<file path="config.mk">
export PLATFORM = sky130hd
export DESIGN_NAME = serial_addsub
export DESIGN_NICKNAME = d
export VERILOG_FILES = /design/src/rtl/serial_addsub.sv
export SDC_FILE = /design/constraint.sdc
export NUM_CORES = 1
export LEC_CHECK = 0
export CORE_MARGIN = 2
export CORE_UTILIZATION = 24
export DETAILED_ROUTE_END_ITERATION = 10
export GPL_TIMING_DRIVEN = 0
export PLACE_DENSITY = 0.43
export SKIP_LAST_GASP = 1
export SLEW_MARGIN = 20
export SYNTH_ARGS = -nofsm -noshare
export SYNTH_HDL_FRONTEND = slang
export SYNTH_SLANG_ARGS = --single-unit
</file>
<file path="constraint.sdc">
create_clock -name clk_i -period 2.02 [get_ports clk_i]
set_input_delay 0.606 -clock clk_i [delete_from_list [all_inputs] [get_ports clk_i]]
set_output_delay 0.606 -clock clk_i [all_outputs]
set_load 0.05 [all_outputs]
</file>
<file path="src/rtl/serial_addsub.sv">
// ---------------------------------------------------------------------------
// serial_addsub
//
// Bit-serial adder/subtractor with an integrated control FSM.
// Operands are taken through a valid/ready handshake. They are processed
// LSB-first, one bit per clock, through a single carry flip-flop. The result
// is returned in parallel together with carry and signed-overflow flags.
//
// Sequence: IDLE -> (accept) -> LOAD -> SHIFT x WIDTH -> DONE -> IDLE/LOAD
//
// Parameters:
//   WIDTH  operand/result width, 2..64
//   CNT_W  bit-counter width (derived; do not override)
//
// Ports:
//   clk_i       clock, rising edge
//   reset_i     asynchronous active-high reset
//   in_valid_i  operands and mode valid
//   in_ready_o  block can accept (IDLE and DONE)
//   a_i, b_i    operands
//   sub_i       0 = A+B, 1 = A-B
//   acc_i       (optional) use the current sum_o as operand A
//   busy_o      high in LOAD or SHIFT
//   shift_en_o  high on each SHIFT cycle
//   sum_bit_o   current serial sum bit (valid while shift_en_o is high)
//   sum_o       parallel result, held until the next accept
//   carry_o     final carry out (for subtract, 1 = no borrow)
//   overflow_o  two's-complement overflow of the last operation
//   done_o      one-cycle pulse; result registers are valid from this cycle
//
// Optional feature macro: SERIAL_ADDSUB_ACCUM_EN
//   When it is defined, the acc_i port exists. With acc_i = 1 at accept,
//   operand A is loaded from sum_o instead of a_i, which gives a serial
//   accumulator.
// ---------------------------------------------------------------------------
module serial_addsub #(
  parameter int WIDTH = 8,
  parameter int CNT_W = $clog2(WIDTH + 1)
) (
  input  logic             clk_i,
  input  logic             reset_i,
  input  logic             in_valid_i,
  output logic             in_ready_o,
  input  logic [WIDTH-1:0] a_i,
  input  logic [WIDTH-1:0] b_i,
  input  logic             sub_i,
`ifdef SERIAL_ADDSUB_ACCUM_EN
  input  logic             acc_i,
`endif
  output logic             busy_o,
  output logic             shift_en_o,
  output logic             sum_bit_o,
  output logic [WIDTH-1:0] sum_o,
  output logic             carry_o,
  output logic             overflow_o,
  output logic             done_o
);

  typedef enum logic [1:0] {
    ST_IDLE  = 2'd0,
    ST_LOAD  = 2'd1,
    ST_SHIFT = 2'd2,
    ST_DONE  = 2'd3
  } state_t;

  state_t           r_state;
  logic [WIDTH-1:0] r_a_sr;
  logic [WIDTH-1:0] r_b_sr;
  // Only WIDTH-1 partial bits are kept. The last bit goes straight into r_sum.
  logic [WIDTH-2:0] r_res;
  logic [WIDTH-1:0] r_sum;
  logic [CNT_W-1:0] r_count;
  logic             r_mode;
  logic             r_carry;
  logic             r_carry_out;
  logic             r_ovf;
  logic             r_in_ready;
  logic             r_busy;
  logic             r_shift_en;
  logic             r_done;

  logic             w_accept;
  logic             w_sum_bit;
  logic             w_cout;
  logic             w_last;
  logic [WIDTH-1:0] w_res_full;
  logic [WIDTH-1:0] w_a_load;
  logic [WIDTH-1:0] w_b_load;

  assign w_accept   = in_valid_i & r_in_ready;
  assign w_sum_bit  = r_a_sr[0] ^ r_b_sr[0] ^ r_carry;
  assign w_cout     = (r_a_sr[0] & r_b_sr[0]) | (r_a_sr[0] & r_carry) |
                      (r_b_sr[0] & r_carry);
  assign w_last     = (r_count == CNT_W'(WIDTH - 1));
  // Result register after this shift: the new bit enters at the MSB.
  assign w_res_full = {w_sum_bit, r_res};
  // Subtraction is A + ~B + 1. The +1 arrives through the carry seeded in LOAD.
  assign w_b_load   = sub_i ? ~b_i : b_i;

`ifdef SERIAL_ADDSUB_ACCUM_EN
  assign w_a_load = acc_i ? r_sum : a_i;
`else
  assign w_a_load = a_i;
`endif

  always_ff @(posedge clk_i or posedge reset_i) begin
    if (reset_i) begin
      r_state     <= ST_IDLE;
      r_a_sr      <= '0;
      r_b_sr      <= '0;
      r_res       <= '0;
      r_sum       <= '0;
      r_count     <= '0;
      r_mode      <= 1'b0;
      r_carry     <= 1'b0;
      r_carry_out <= 1'b0;
      r_ovf       <= 1'b0;
      r_in_ready  <= 1'b1;
      r_busy      <= 1'b0;
      r_shift_en  <= 1'b0;
      r_done      <= 1'b0;
    end else begin
      case (r_state)
        ST_IDLE: begin
          if (w_accept) begin
            r_a_sr     <= w_a_load;
            r_b_sr     <= w_b_load;
            r_mode     <= sub_i;
            r_state    <= ST_LOAD;
            r_in_ready <= 1'b0;
            r_busy     <= 1'b1;
          end
        end

        ST_LOAD: begin
          r_carry    <= r_mode;
          r_count    <= '0;
          r_state    <= ST_SHIFT;
          r_shift_en <= 1'b1;
        end

        ST_SHIFT: begin
          r_carry <= w_cout;
          r_a_sr  <= r_a_sr >> 1;
          r_b_sr  <= r_b_sr >> 1;
          r_res   <= w_res_full[WIDTH-1:1];
          r_count <= r_count + CNT_W'(1);
          if (w_last) begin
            // MSB cycle: r_carry is the carry into the MSB, w_cout the carry out.
            r_sum       <= w_res_full;
            r_carry_out <= w_cout;
            r_ovf       <= r_carry ^ w_cout;
            r_state     <= ST_DONE;
            r_shift_en  <= 1'b0;
            r_busy      <= 1'b0;
            r_done      <= 1'b1;
            r_in_ready  <= 1'b1;
          end
        end

        ST_DONE: begin
          r_done <= 1'b0;
          if (w_accept) begin
            // Back-to-back: a new operation starts without passing through IDLE.
            r_a_sr     <= w_a_load;
            r_b_sr     <= w_b_load;
            r_mode     <= sub_i;
            r_state    <= ST_LOAD;
            r_in_ready <= 1'b0;
            r_busy     <= 1'b1;
          end else begin
            r_state <= ST_IDLE;
          end
        end

        default: begin
          r_state    <= ST_IDLE;
          r_in_ready <= 1'b1;
          r_busy     <= 1'b0;
          r_shift_en <= 1'b0;
          r_done     <= 1'b0;
        end
      endcase
    end
  end

  assign in_ready_o = r_in_ready;
  assign busy_o     = r_busy;
  assign shift_en_o = r_shift_en;
  assign done_o     = r_done;
  assign sum_bit_o  = w_sum_bit;
  assign sum_o      = r_sum;
  assign carry_o    = r_carry_out;
  assign overflow_o = r_ovf;

endmodule

</file>
Yosys cells after proc, flatten, opt, wreduce, memory -nomap -nowiden --
Cells that the tools add are included.
Operators by class: reduce and logical (&&, ||, !) cells 12, eq/ne operators 7, add/subtract/negate cells 1, bitwise gates (word level) 10, muxes and demuxes 19
Operators with widths (count):
- 8-bit case mux with 2 select lines | 2
- 8-bit two-way mux | 3
- 2-bit AND reduction | 6
- 1-bit case mux with 2 select lines | 5
- 8-bit NOT | 1
- 2-bit case mux with 4 select lines | 1
- 4-bit case mux with 2 select lines | 1
- 2-bit nonzero test | 3
- 1-bit two-way mux | 5
- 4-bit by 1-bit adder with 4-bit output, second input constant | 1
- 1-bit AND | 4
- 2-bit equality test, second input constant | 2
- 4-bit by 3-bit equality test with 1-bit output, second input constant | 1
- 2-bit two-way mux | 2
- 2-bit != test, second input constant | 2
- 3-bit AND reduction | 1
- 1-bit bitwise XOR | 3
- 2-bit by 1-bit equality test with 1-bit output, second input constant | 1
- 2-bit zero test | 1
- 2-bit by 1-bit != test with 1-bit output, second input constant | 1
- 1-bit OR | 2
- 2-bit OR reduction | 1
Storage, ports and cells: register bits 45, output and inout bits 15, logic and storage cells 63

Depth between registers and ports, before layout --
depth in word-level cells 4, depth in mapped cells 8, depth with buffers taken out 6

Worst setup path after synthesis --
Ideal clock, no wire load.
kind register -> output, start point reg r_a_sr[0], end point out sum_bit_o, cell stages (with the launch flop) 2, buffers on the path 0, path slack 0.161 ns, data arrival time 1.253 ns, data required time 1.414 ns, cell sequence dfrtp_1 > fa_1
On the way: word-level cells in the longest chain between the ends 2
Ends and longest elaborated chain:
- start, declared | RTL line 67 | logic [WIDTH-1:0] r_a_sr;
- start signal, assigned | RTL line 126 | r_a_sr <= w_a_load;
- start signal, assigned | RTL line 144 | r_a_sr <= r_a_sr >> 1;
- start signal, assigned | RTL line 165 | r_a_sr <= w_a_load;
- 1-bit bitwise XOR (2 in series) | RTL line 91 | assign w_sum_bit = r_a_sr[0] ^ r_b_sr[0] ^ r_carry;
- end, declared | RTL line 52 | output logic sum_bit_o,
No other way between the ends.

Worst setup path after layout --
Ends and elaborated chain as after synthesis.

==> results.tsv <==
metric	value	unit
grt_start_max_net_pins	31	
slew_headroom	65.0	%
cts_tree	done	
final_core_util	30.5	%
drcViolationCount	0	
start_util	24.4	%
io_pins	35	
coreArea	0.00911	mm^2
row_count	35	
place.gp.congestion	0.662	
die_h	100	um
cts_root_buf	clkbuf_8	
required	1410	ps
finalHoldViolCount	0	
yosysWarnings	0	
dr.pass1.iters	6	
drt_iter0_drc	54	
startpoint	r_a_sr[0]$_DFFE_PP0P_	
wire_per_inst	13.2	um
violations	setup timing	
syn2layout_area_growth	25.0	%
synth_nets	224	
slew_violations	0	
ir_drop	0.000221	V
vias	1515	
worstPathMaxFanout	3	
antenna_found_initial	0	
crit_type	flip-flop to primary output	
grt_overflow	0	
power_density	561	mW/mm^2
hold_path.class	flip-flop to flip-flop	
reg2reg_from	r_state[0]$_DFFE_PP0P_	
dp_hpwl	3340	um
die_area	0.0101	mm^2
yosysSeqAreaShare	50.7	%
fin_worst_skew	7.31	ps
synth_edf_count	0	
clock_latency	300	ps
ant_nets	0	
synth-main-ff-cell	dfrtp_1	
finalWorstSetupSlack	-87.2	ps
clk_path_buf_depth	2	
htreeDepth	2	
syn_area	0.00222	mm^2
clock-sinks	45	
path_clk_slew	90	ps
ys_async_sr_fraction	100	%
period_needed	2110	ps
cap_violations	0	
critPathCaptureType	primary output	
postCtsSetupBuffers	0	
cp.arrival	1500	ps
syn_area_per_cell	11.2	um^2
outcome	finished with violations	
max_clock_freq	0.475	GHz
netlist_instances	198	
track_usage	9.86	%
cts-buffers-inserted	5	
tightest_slew	525	ps
power_leakage	1.27	nW
worstHoldStart	overflow_o$_DFFE_PP0P_	
grt_pass1_vias	1494	
final.setup.tns	-87.2	ps
drive_gt1_share	21.3	%
rsz0062_at_grt	true	
die_x	100	um
setup.worst_path.start_class	flip-flop	
synth_cell_types	31	
viasPerCell	4.32	
setup_violations	1	
fin_crit_sh	104	%
ys_ff_latch	45	
io_buffers	33	
nFillCells	969	
antenna_cells	0	
final_nets	265	
routed_wl	4640	um
grt_pass1_wl	7740	um
routing by layer:
layer | up-vias | part of all wire (%) | global-route usage, %
met2 | 36 | 44 | 15.1
met1 | 713 | 50 | 13.7
met3 | 5 | 4.3 | 2.65
met5 | - | 0 | 0
li1 | 761 | - | -
met4 | 0 | 0.86 | 2.85
placed cells by master, fill, tap and decap left out, types with 6 or more instances in the layout:
cell             instances
o21ai_0                 14
nand2_1                 21
dfrtp_1                 44
inv_1                    7
dlygate4sd2_1           13
mux2i_1                 10
a21oi_1                 15
mux2_4                   7
xnor2_1                  9
mux2_2                  17
clkdlybuf4s50_1         18
nor2_1                  18
buf_2                    6
worst paths after layout:
kind	to	slack [ps]	cells past startpoint
min reg2reg	overflow_o$_DFFE_PP0P_	500	2
max reg2reg	r_a_sr[0]$_DFFE_PP0P_	230	5
max	sum_bit_o	-90	2
min	overflow_o$_DFFE_PP0P_	500	2
min in group asynchronous	sum_o[1]$_DFFE_PP0P_	590	2
max in group asynchronous	in_ready_o$_DFFE_PP1P_	870	3
critical path: stages, from the launching register on:
cell and delay, ps:
dfrtp_1 410, fa_2 630, buf_8 160
Yosys cell counts (all sizes together) (2+ instances only):
cell | number | area [um^2]
dfrtp | 44 | 1100
nand2 | 23 | 96.4
mux2i | 10 | 100
ha | 5 | 62.6
inv | 8 | 30.0
a22o | 2 | 17.5
o21ai | 16 | 87.6
mux2 | 24 | 297
xnor2 | 9 | 78.8
nand3b | 2 | 15.0
nor2 | 18 | 67.6
o2bb2ai | 2 | 17.5
buf | 9 | 67.6
a21oi | 15 | 75.1
cells by family (layout without fill, tap and decap cells):
group,after synthesis,in the layout,synth area share [%]
AOI/OAI and AO/OA,40,40,10.7
xor gates and xnor gates,9,9,3.54
adders and majority gates,6,6,3.71
buffers and inverters,18,60,4.56
DFF,45,45,50.7
muxes,34,34,17.8
and+or+nand+nor,46,46,9.00
state kept, by name, indices dropped and copies added (netlist names), 2 cells and up:
register	count
r_count	4
r_a_sr	8
r_res	7
sum_o	8
r_state	2
r_b_sr	8
per-stage QoR:
stage                     power [mW]  cell area, um^2  worst slack (ps)  instances  hold slack [ps]
final                           1.56             2780             -87.2        351              503
after global routing            1.63             2780              -136        351              524
after floorplan                0.978             2220               161        198              475
after global placement          1.03             2690              -733        342              489
after detailed placement        1.03             2710              -422        343              496
after CTS                       1.59             2780              -130        351              513
repair_timing:
item	in CTS	in global routing
hold buffers	0	0
endpoints found under the setup margin	15	2
resized for setup	22	3
power breakdown:
part	switching (mW)	internal [mW]	total, mW
registers	0.00426	0.908	0.912
logic	0.0448	0.0566	0.101
clock network	0.302	0.243	0.546
total	0.351	1.21	1.56
cell type report:
class                           instances  area (um^2)  area share (%)
Buffer                                 10         71.3            2.56
Sequential cell                        45         1130            40.5
Tap cell                              111          139            4.99
Clock buffer                            7         76.3            2.74
Timing Repair Buffer                   34          334            12.0
Clock inverter                          1         5.00           0.180
Inverter                                8         30.0            1.08
Multi-Input combinational cell        135          998            35.9
(Power assumes the default switching activity.)
